<file path="src/rtl/hwag_angle_sched_if.sv">
// Shadow-register write bus for the angle scheduler.
// The master drives the write, and the slave returns the reject pulse.
interface hwag_angle_sched_if #(
  parameter int CHW = 2,
  parameter int AW  = 24
);
  logic           wr_en;
  logic [CHW-1:0] wr_ch;
  logic           wr_stop;
  logic [AW-1:0]  wr_data;
  logic           wr_err;

  modport master (output wr_en, output wr_ch, output wr_stop, output wr_data, input wr_err);
  modport slave  (input wr_en, input wr_ch, input wr_stop, input wr_data, output wr_err);
endinterface

</file>
<file path="src/rtl/hwag_angle_sched.sv">
// Angle-domain output scheduler: each channel drives its output from a start angle to a stop angle.
// The start and stop angles come from the ACNT2 counter. They are double-buffered, and a commit happens only outside an active pulse.
module hwag_angle_sched #(
  parameter int NCH       = 4,
  parameter int CHW       = 2,
  parameter int AW        = 24,
  parameter int ANGLE_TOP = 3839
) (
  input  logic                    clk,
  input  logic                    rst,
  input  logic                    hwag_start,
  input  logic [AW-1:0]           angle,
  input  logic                    angle_step,
  input  logic [NCH-1:0]          ch_ena,
  hwag_angle_sched_if.slave       wr_bus,
  output logic [NCH-1:0]          ch_out,
  output logic [NCH-1:0]          ch_done,
  output logic [NCH-1:0]          ch_pend,
  output logic                    sync_err
);

  typedef enum logic [1:0] {
    IDLE,
    ARMED,
    ACTIVE
  } ch_state_t;

  localparam logic [AW-1:0] TOP_VAL = AW'(ANGLE_TOP);
  localparam logic [CHW:0]  NCH_VAL = (CHW+1)'(NCH);

  ch_state_t     state      [NCH];
  logic [AW-1:0] shadow_start [NCH];
  logic [AW-1:0] shadow_stop  [NCH];
  logic [AW-1:0] start_act  [NCH];
  logic [AW-1:0] stop_act   [NCH];

  logic           wr_ok;
  logic           wr_bad;
  logic [CHW:0]   wr_ch_x;
  logic [NCH-1:0] commit;
  logic [NCH-1:0] run;
  logic           any_active;

  // A commit is allowed only outside a pulse, so an in-flight pulse always ends on its original stop angle.
  always_comb begin
    wr_ch_x    = {1'b0, wr_bus.wr_ch};
    wr_ok      = wr_bus.wr_en && (wr_bus.wr_data <= TOP_VAL) && (wr_ch_x < NCH_VAL);
    wr_bad     = wr_bus.wr_en && !wr_ok;
    any_active = 1'b0;
    commit     = '0;
    run        = '0;
    for (int i = 0; i < NCH; i++) begin
      commit[i]  = ch_pend[i] && (state[i] != ACTIVE);
      run[i]     = ch_ena[i] && hwag_start;
      any_active = any_active | (state[i] == ACTIVE);
    end
  end

  always_ff @(posedge clk) begin
    if (rst) begin
      ch_out        <= '0;
      ch_done       <= '0;
      ch_pend       <= '0;
      sync_err      <= 1'b0;
      wr_bus.wr_err <= 1'b0;
      for (int i = 0; i < NCH; i++) begin
        state[i]        <= IDLE;
        shadow_start[i] <= '0;
        shadow_stop[i]  <= '0;
        start_act[i]    <= '0;
        stop_act[i]     <= '0;
      end
    end else begin
      wr_bus.wr_err <= wr_bad;
      sync_err      <= !hwag_start && any_active;
      for (int i = 0; i < NCH; i++) begin
        ch_done[i] <= 1'b0;

        if (commit[i]) begin
          start_act[i] <= shadow_start[i];
          stop_act[i]  <= shadow_stop[i];
          ch_pend[i]   <= 1'b0;
        end

        // A write in the same cycle comes after the commit, so the new data stays pending.
        if (wr_ok && (wr_bus.wr_ch == CHW'(i))) begin
          if (wr_bus.wr_stop) shadow_stop[i]  <= wr_bus.wr_data;
          else                shadow_start[i] <= wr_bus.wr_data;
          ch_pend[i] <= 1'b1;
        end

        if (!run[i]) begin
          state[i]  <= IDLE;
          ch_out[i] <= 1'b0;
        end else begin
          case (state[i])
            IDLE: state[i] <= ARMED;
            ARMED: begin
              // A cycle with a commit skips the compare, so the next compare sees the new values.
              if (!commit[i] && angle_step && (angle == start_act[i]) &&
                  (start_act[i] != stop_act[i])) begin
                state[i]  <= ACTIVE;
                ch_out[i] <= 1'b1;
              end
            end
            ACTIVE: begin
              if (angle_step && (angle == stop_act[i])) begin
                state[i]   <= ARMED;
                ch_out[i]  <= 1'b0;
                ch_done[i] <= 1'b1;
              end
            end
            default: begin
              state[i]  <= IDLE;
              ch_out[i] <= 1'b0;
            end
          endcase
        end
      end
    end
  end

endmodule

</file>
<file path="src/flat_wrapper.sv">
// flat-port wrapper written by rule: the top's interface ports become plain ports
module hwag_angle_sched_flat 
#(
  parameter int NCH       = 4,
  parameter int CHW       = 2,
  parameter int AW        = 24,
  parameter int ANGLE_TOP = 3839
)
  (clk, rst, hwag_start, angle, angle_step, ch_ena, ch_out, ch_done, ch_pend, sync_err, wr_bus_wr_en, wr_bus_wr_ch, wr_bus_wr_stop, wr_bus_wr_data, wr_bus_wr_err);
  hwag_angle_sched_if #(.CHW(CHW), .AW(AW)) wr_bus_i ();
  input  logic clk;
  input  logic rst;
  input  logic hwag_start;
  input  logic [AW-1:0] angle;
  input  logic angle_step;
  input  logic [NCH-1:0] ch_ena;
  output logic [NCH-1:0] ch_out;
  output logic [NCH-1:0] ch_done;
  output logic [NCH-1:0] ch_pend;
  output logic sync_err;
  input wire logic [$bits(wr_bus_i.wr_en)-1:0] wr_bus_wr_en;
  input wire logic [$bits(wr_bus_i.wr_ch)-1:0] wr_bus_wr_ch;
  input wire logic [$bits(wr_bus_i.wr_stop)-1:0] wr_bus_wr_stop;
  input wire logic [$bits(wr_bus_i.wr_data)-1:0] wr_bus_wr_data;
  output wire logic [$bits(wr_bus_i.wr_err)-1:0] wr_bus_wr_err;
  assign wr_bus_i.wr_en = wr_bus_wr_en;
  assign wr_bus_i.wr_ch = wr_bus_wr_ch;
  assign wr_bus_i.wr_stop = wr_bus_wr_stop;
  assign wr_bus_i.wr_data = wr_bus_wr_data;
  assign wr_bus_wr_err = wr_bus_i.wr_err;
  hwag_angle_sched #(.NCH(NCH), .CHW(CHW), .AW(AW), .ANGLE_TOP(ANGLE_TOP)) u_core (.clk(clk), .rst(rst), .hwag_start(hwag_start), .angle(angle), .angle_step(angle_step), .ch_ena(ch_ena), .wr_bus(wr_bus_i), .ch_out(ch_out), .ch_done(ch_done), .ch_pend(ch_pend), .sync_err(sync_err));
endmodule
</file>
<file path="config.mk">
export PLATFORM = sky130hd
export DESIGN_NAME = hwag_angle_sched_flat
export DESIGN_NICKNAME = d
export VERILOG_FILES = /design/src/rtl/hwag_angle_sched_if.sv /design/src/rtl/hwag_angle_sched.sv /design/src/flat_wrapper.sv
export SDC_FILE = /design/constraint.sdc
export NUM_CORES = 1
export LEC_CHECK = 0
export BUFFER_PORTS_ARGS = -buffer_cell sky130_fd_sc_hd__clkbuf_2
export CORE_UTILIZATION = 50
export DETAILED_ROUTE_END_ITERATION = 8
export MAX_ROUTING_LAYER = met4
export PLACE_DENSITY = 0.67
export SLEW_MARGIN = 20
export SYNTH_ARGS = -nofsm -noshare
export SYNTH_HDL_FRONTEND = slang
export SYNTH_SLANG_ARGS = --single-unit
</file>
<file path="constraint.sdc">
create_clock -name clk -period 3.3 [get_ports clk]
set_clock_uncertainty 0.1 [all_clocks]
set_input_delay 0.33 -clock clk [delete_from_list [all_inputs] [get_ports clk]]
set_output_delay 0.33 -clock clk [all_outputs]
set_load 0.02 [all_outputs]
</file>
==> impl_metrics.tcl <==
set metrics [dict create \
    rows 69 \
    vias 10210 \
    crit_path_start_kind "register" \
    vias_per_cell 5.207 \
    final-instance-count-excl-fill 1961 \
    die_area_um2 37210 \
    worstHoldStart "ch_ena[3]" \
    crit_required_ns 3.44 \
    finalSetupTns_ns 0 \
    rr_worst_depth 6 \
    rsz0062_at_grt "false" \
    setup_viol 0 \
    antenna_found_initial 1 \
    final.period_utilization_pct 69.56 \
    drive_above_1_share_pct 11.74 \
    p_sw_share_pct 21.43 \
    arrival_ns 2.44 \
    hp-class "in -> reg" \
    hold_viol 0 \
    layout_commonest_cell "edfxtp_1" \
    drc 28 \
    min_period_ns 2.295 \
    r2r_start "u_core.state[1][0]" \
    yosys_warnings 0 \
    slew_viol_final 0 \
    clk_pin_slew_worst_paths_ns 0.06 \
    pwr-share-comb_pct 5.7 \
    htreeDepth 2 \
    worstSetupEndpointType "register" \
    fmax_ghz 0.4357 \
    pwr-share-clk_pct 41.3 \
    p_switching_mw 2.436 \
    synth-edff-count 392 \
    p_int_mw 8.931 \
    dieWidth_um 192.9 \
    cts_buffer_depth 3 \
    final_antenna_net_count 0 \
    min_to "u_core.ch_done[3]" \
    dp_hpwl_um 29030 \
    worstPathMaxFanout 4 \
    power_frac_seq_pct 53.0 \
    die_y_um 192.9 \
    worstSetupPathType "reg -> reg" \
    cts_tree "yes" \
    clk_latency_ns 0.55 \
    syn_area_um2 18220 \
    finalNetCount 1530 \
    cts.sinks 406 \
    dr.pass1.iters 7 \
    io-pin-count 74 \
    cts-resized-gates 0 \
    max-vdd-ir-drop_mv 0.3806 \
    rrSetupSlack_ns 1.00 \
    root_buffer "clkbuf_16" \
    p_leak_nw 7.492 \
    initial_core_util_pct 50.98 \
    grt_use_total_pct 24.17 \
    tightestPinTransition_ns 0.9848 \
    yosysUniqueCellTypes 48 \
    drtIter0Drc 862 \
    numPortBuffers 73 \
    whs_path_depth 3 \
    max_slew_margin_pct 33.80 \
    syn2layout_area_growth_pct 14.13 \
    dpl_cell_area_um2 19390 \
    grt_pass1_vias 9939 \
    grt_max_degree 49 \
    mostFrequentLayoutCells "edfxtp_1 (392), and2_1 (290), xnor2_1 (177)" \
    violations "DRC" \
    numCtsBuffers 43 \
    r2r_end "u_core.state[1][1]" \
    seq_area_frac_synth_pct 66.14 \
    wire_per_inst_um 21.53 \
    core_um2 35740 \
    gp_congestion 0.9358 \
    synth_cells 1289 \
    status "finished, violations left" \
    totalWireLength_um 42220 \
    grt_overflow 0 \
    powerDensity_nw_per_um2 546.6 \
    post-place-cells 1881 \
    power_mw 11.37 \
    async_flop_share_pct 0 \
    synth_ff_type "edfxtp_1" \
    drv_cap 0 \
    synth-seq-cells 406 \
    final_cell_area_um2 20800 \
    grt_pass1_wl_um 61500 \
    syn_avg_cell_area_um2 14.14 \
]
-- power groups by stage --
stage / logic, mW / clock network [mW] / registers [mW]
floorplan: 0.416 / 0 / 6.09
global route: 0.696 / 4.98 / 6.05
finish: 0.650 / 4.69 / 6.03
global placement: 0.636 / 0 / 6.13
CTS: 0.646 / 4.79 / 6.03
detailed placement: 0.638 / 0 / 6.14
-- Yosys cell counts, drive strengths merged, types with 3 or more instances --
master    n  area (µm²)
nand3    12       60.06
nand2b   15       93.84
nor3     17       95.09
o21ai     3       15.01
xnor2   183        1648
clkbuf   25       93.84
nand2    27       103.9
nor2b     5       31.28
edfxtp  392       11770
nand4    54       337.8
a211oi    5       42.54
nor2     20       75.07
and2    290        1814
a21o      4       30.03
a31oi     3       18.77
a21oi     8       40.04
inv       6       22.52
buf      33       220.2
o21bai    3       22.52
dfxtp    14       280.3
nor3b     4       35.03
nor4     39       269.0
and4b     3       30.03
xor2    105       919.6
-- layer usage --
| layer | global-route usage (%) | routed length (µm) |
|---|---|---|
| met1 | 33.17 | 18680 |
| met3 | 4.146 | 2925 |
| met5 | - | 0 |
| met4 | 9.165 | 1392 |
| met2 | 36.06 | 19220 |
-- state kept, by name, indices dropped and copies added (netlist names) --
signal / cells
u_core.state: 8
u_core.ch_out: 4
u_core.stop_act: 96
u_core.ch_done: 4
u_core.ch_pend: 4
u_core.start_act: 96
u_core.sync_err: 1
u_core.shadow_start: 96
u_core.shadow_stop: 96
u_core.wr_bus.wr_err: 1
-- what timing repair did --
action / 4_1_cts / 5_1_grt
hold buffers: 5 / 0
setup buffers: 0 / 0
endpoints found under the hold margin: 6 / 0
-- area by class of cell --
type                    instances  area, µm²
fillers                      2871      14950
flip-flops and latches        406      12050
multi-input cells             914       6217
clock buffers                  56       1135
well taps                     461      576.8
repair buffers                 99      573.1
clock inverters                18      217.7
inverters                       6      22.52
diodes                          1      2.502
-- through the flow --
stage | hold slack (ns) | setup WS [ns] | utilization (%)
after floorplan | 0.3093 | 0.5556 | -
after global placement | 0.3369 | 0.7339 | 54.25
after detailed placement | 0.3395 | 0.6636 | 54.25
after CTS | 0.04675 | 1.024 | 58.18
after global routing | 0.1081 | 0.6928 | 58.18
final | 0.07617 | 1.005 | 58.18
-- worst max path at each step --
stage / startpoint / to / slack (ns) / cells past startpoint
after global routing: u_core.state[1][0] / u_core.state[1][1] / 0.69 / 6
after global placement: wr_bus_wr_data[13] / u_core.shadow_start[1][6] / 0.73 / 7
after detailed placement: wr_bus_wr_data[13] / u_core.shadow_start[1][4] / 0.66 / 7
after floorplan: wr_bus_wr_data[12] / u_core.shadow_start[2][0] / 0.56 / 5
final: u_core.state[1][0] / u_core.state[1][1] / 1.00 / 6
after CTS: u_core.state[1][0] / u_core.state[1][0] / 1.02 / 6
-- cell families (layout without fill, tap and decap cells) --
group / after synthesis / count (layout) / share of synthesized area, %
AO/OA/AOI/OAI: 34 / 34 / 1.291
XOR/XNOR: 288 / 288 / 14.09
buffers and inverters: 64 / 179 / 1.847
flip-flops: 406 / 406 / 66.14
other: 1 / 97 / 0.02058
AND/OR/NAND/NOR: 496 / 496 / 16.61
-- worst max-delay path: stages (launching register included) --
cell and delay (ns):
edfxtp_1 0.42, nand2b_1 0.22, a2111oi_0 0.46, nand3_1 0.14
nor4_2 0.29, a21boi_1 0.13, o21bai_1 0.23
Power figures use the tool's default switching activity.
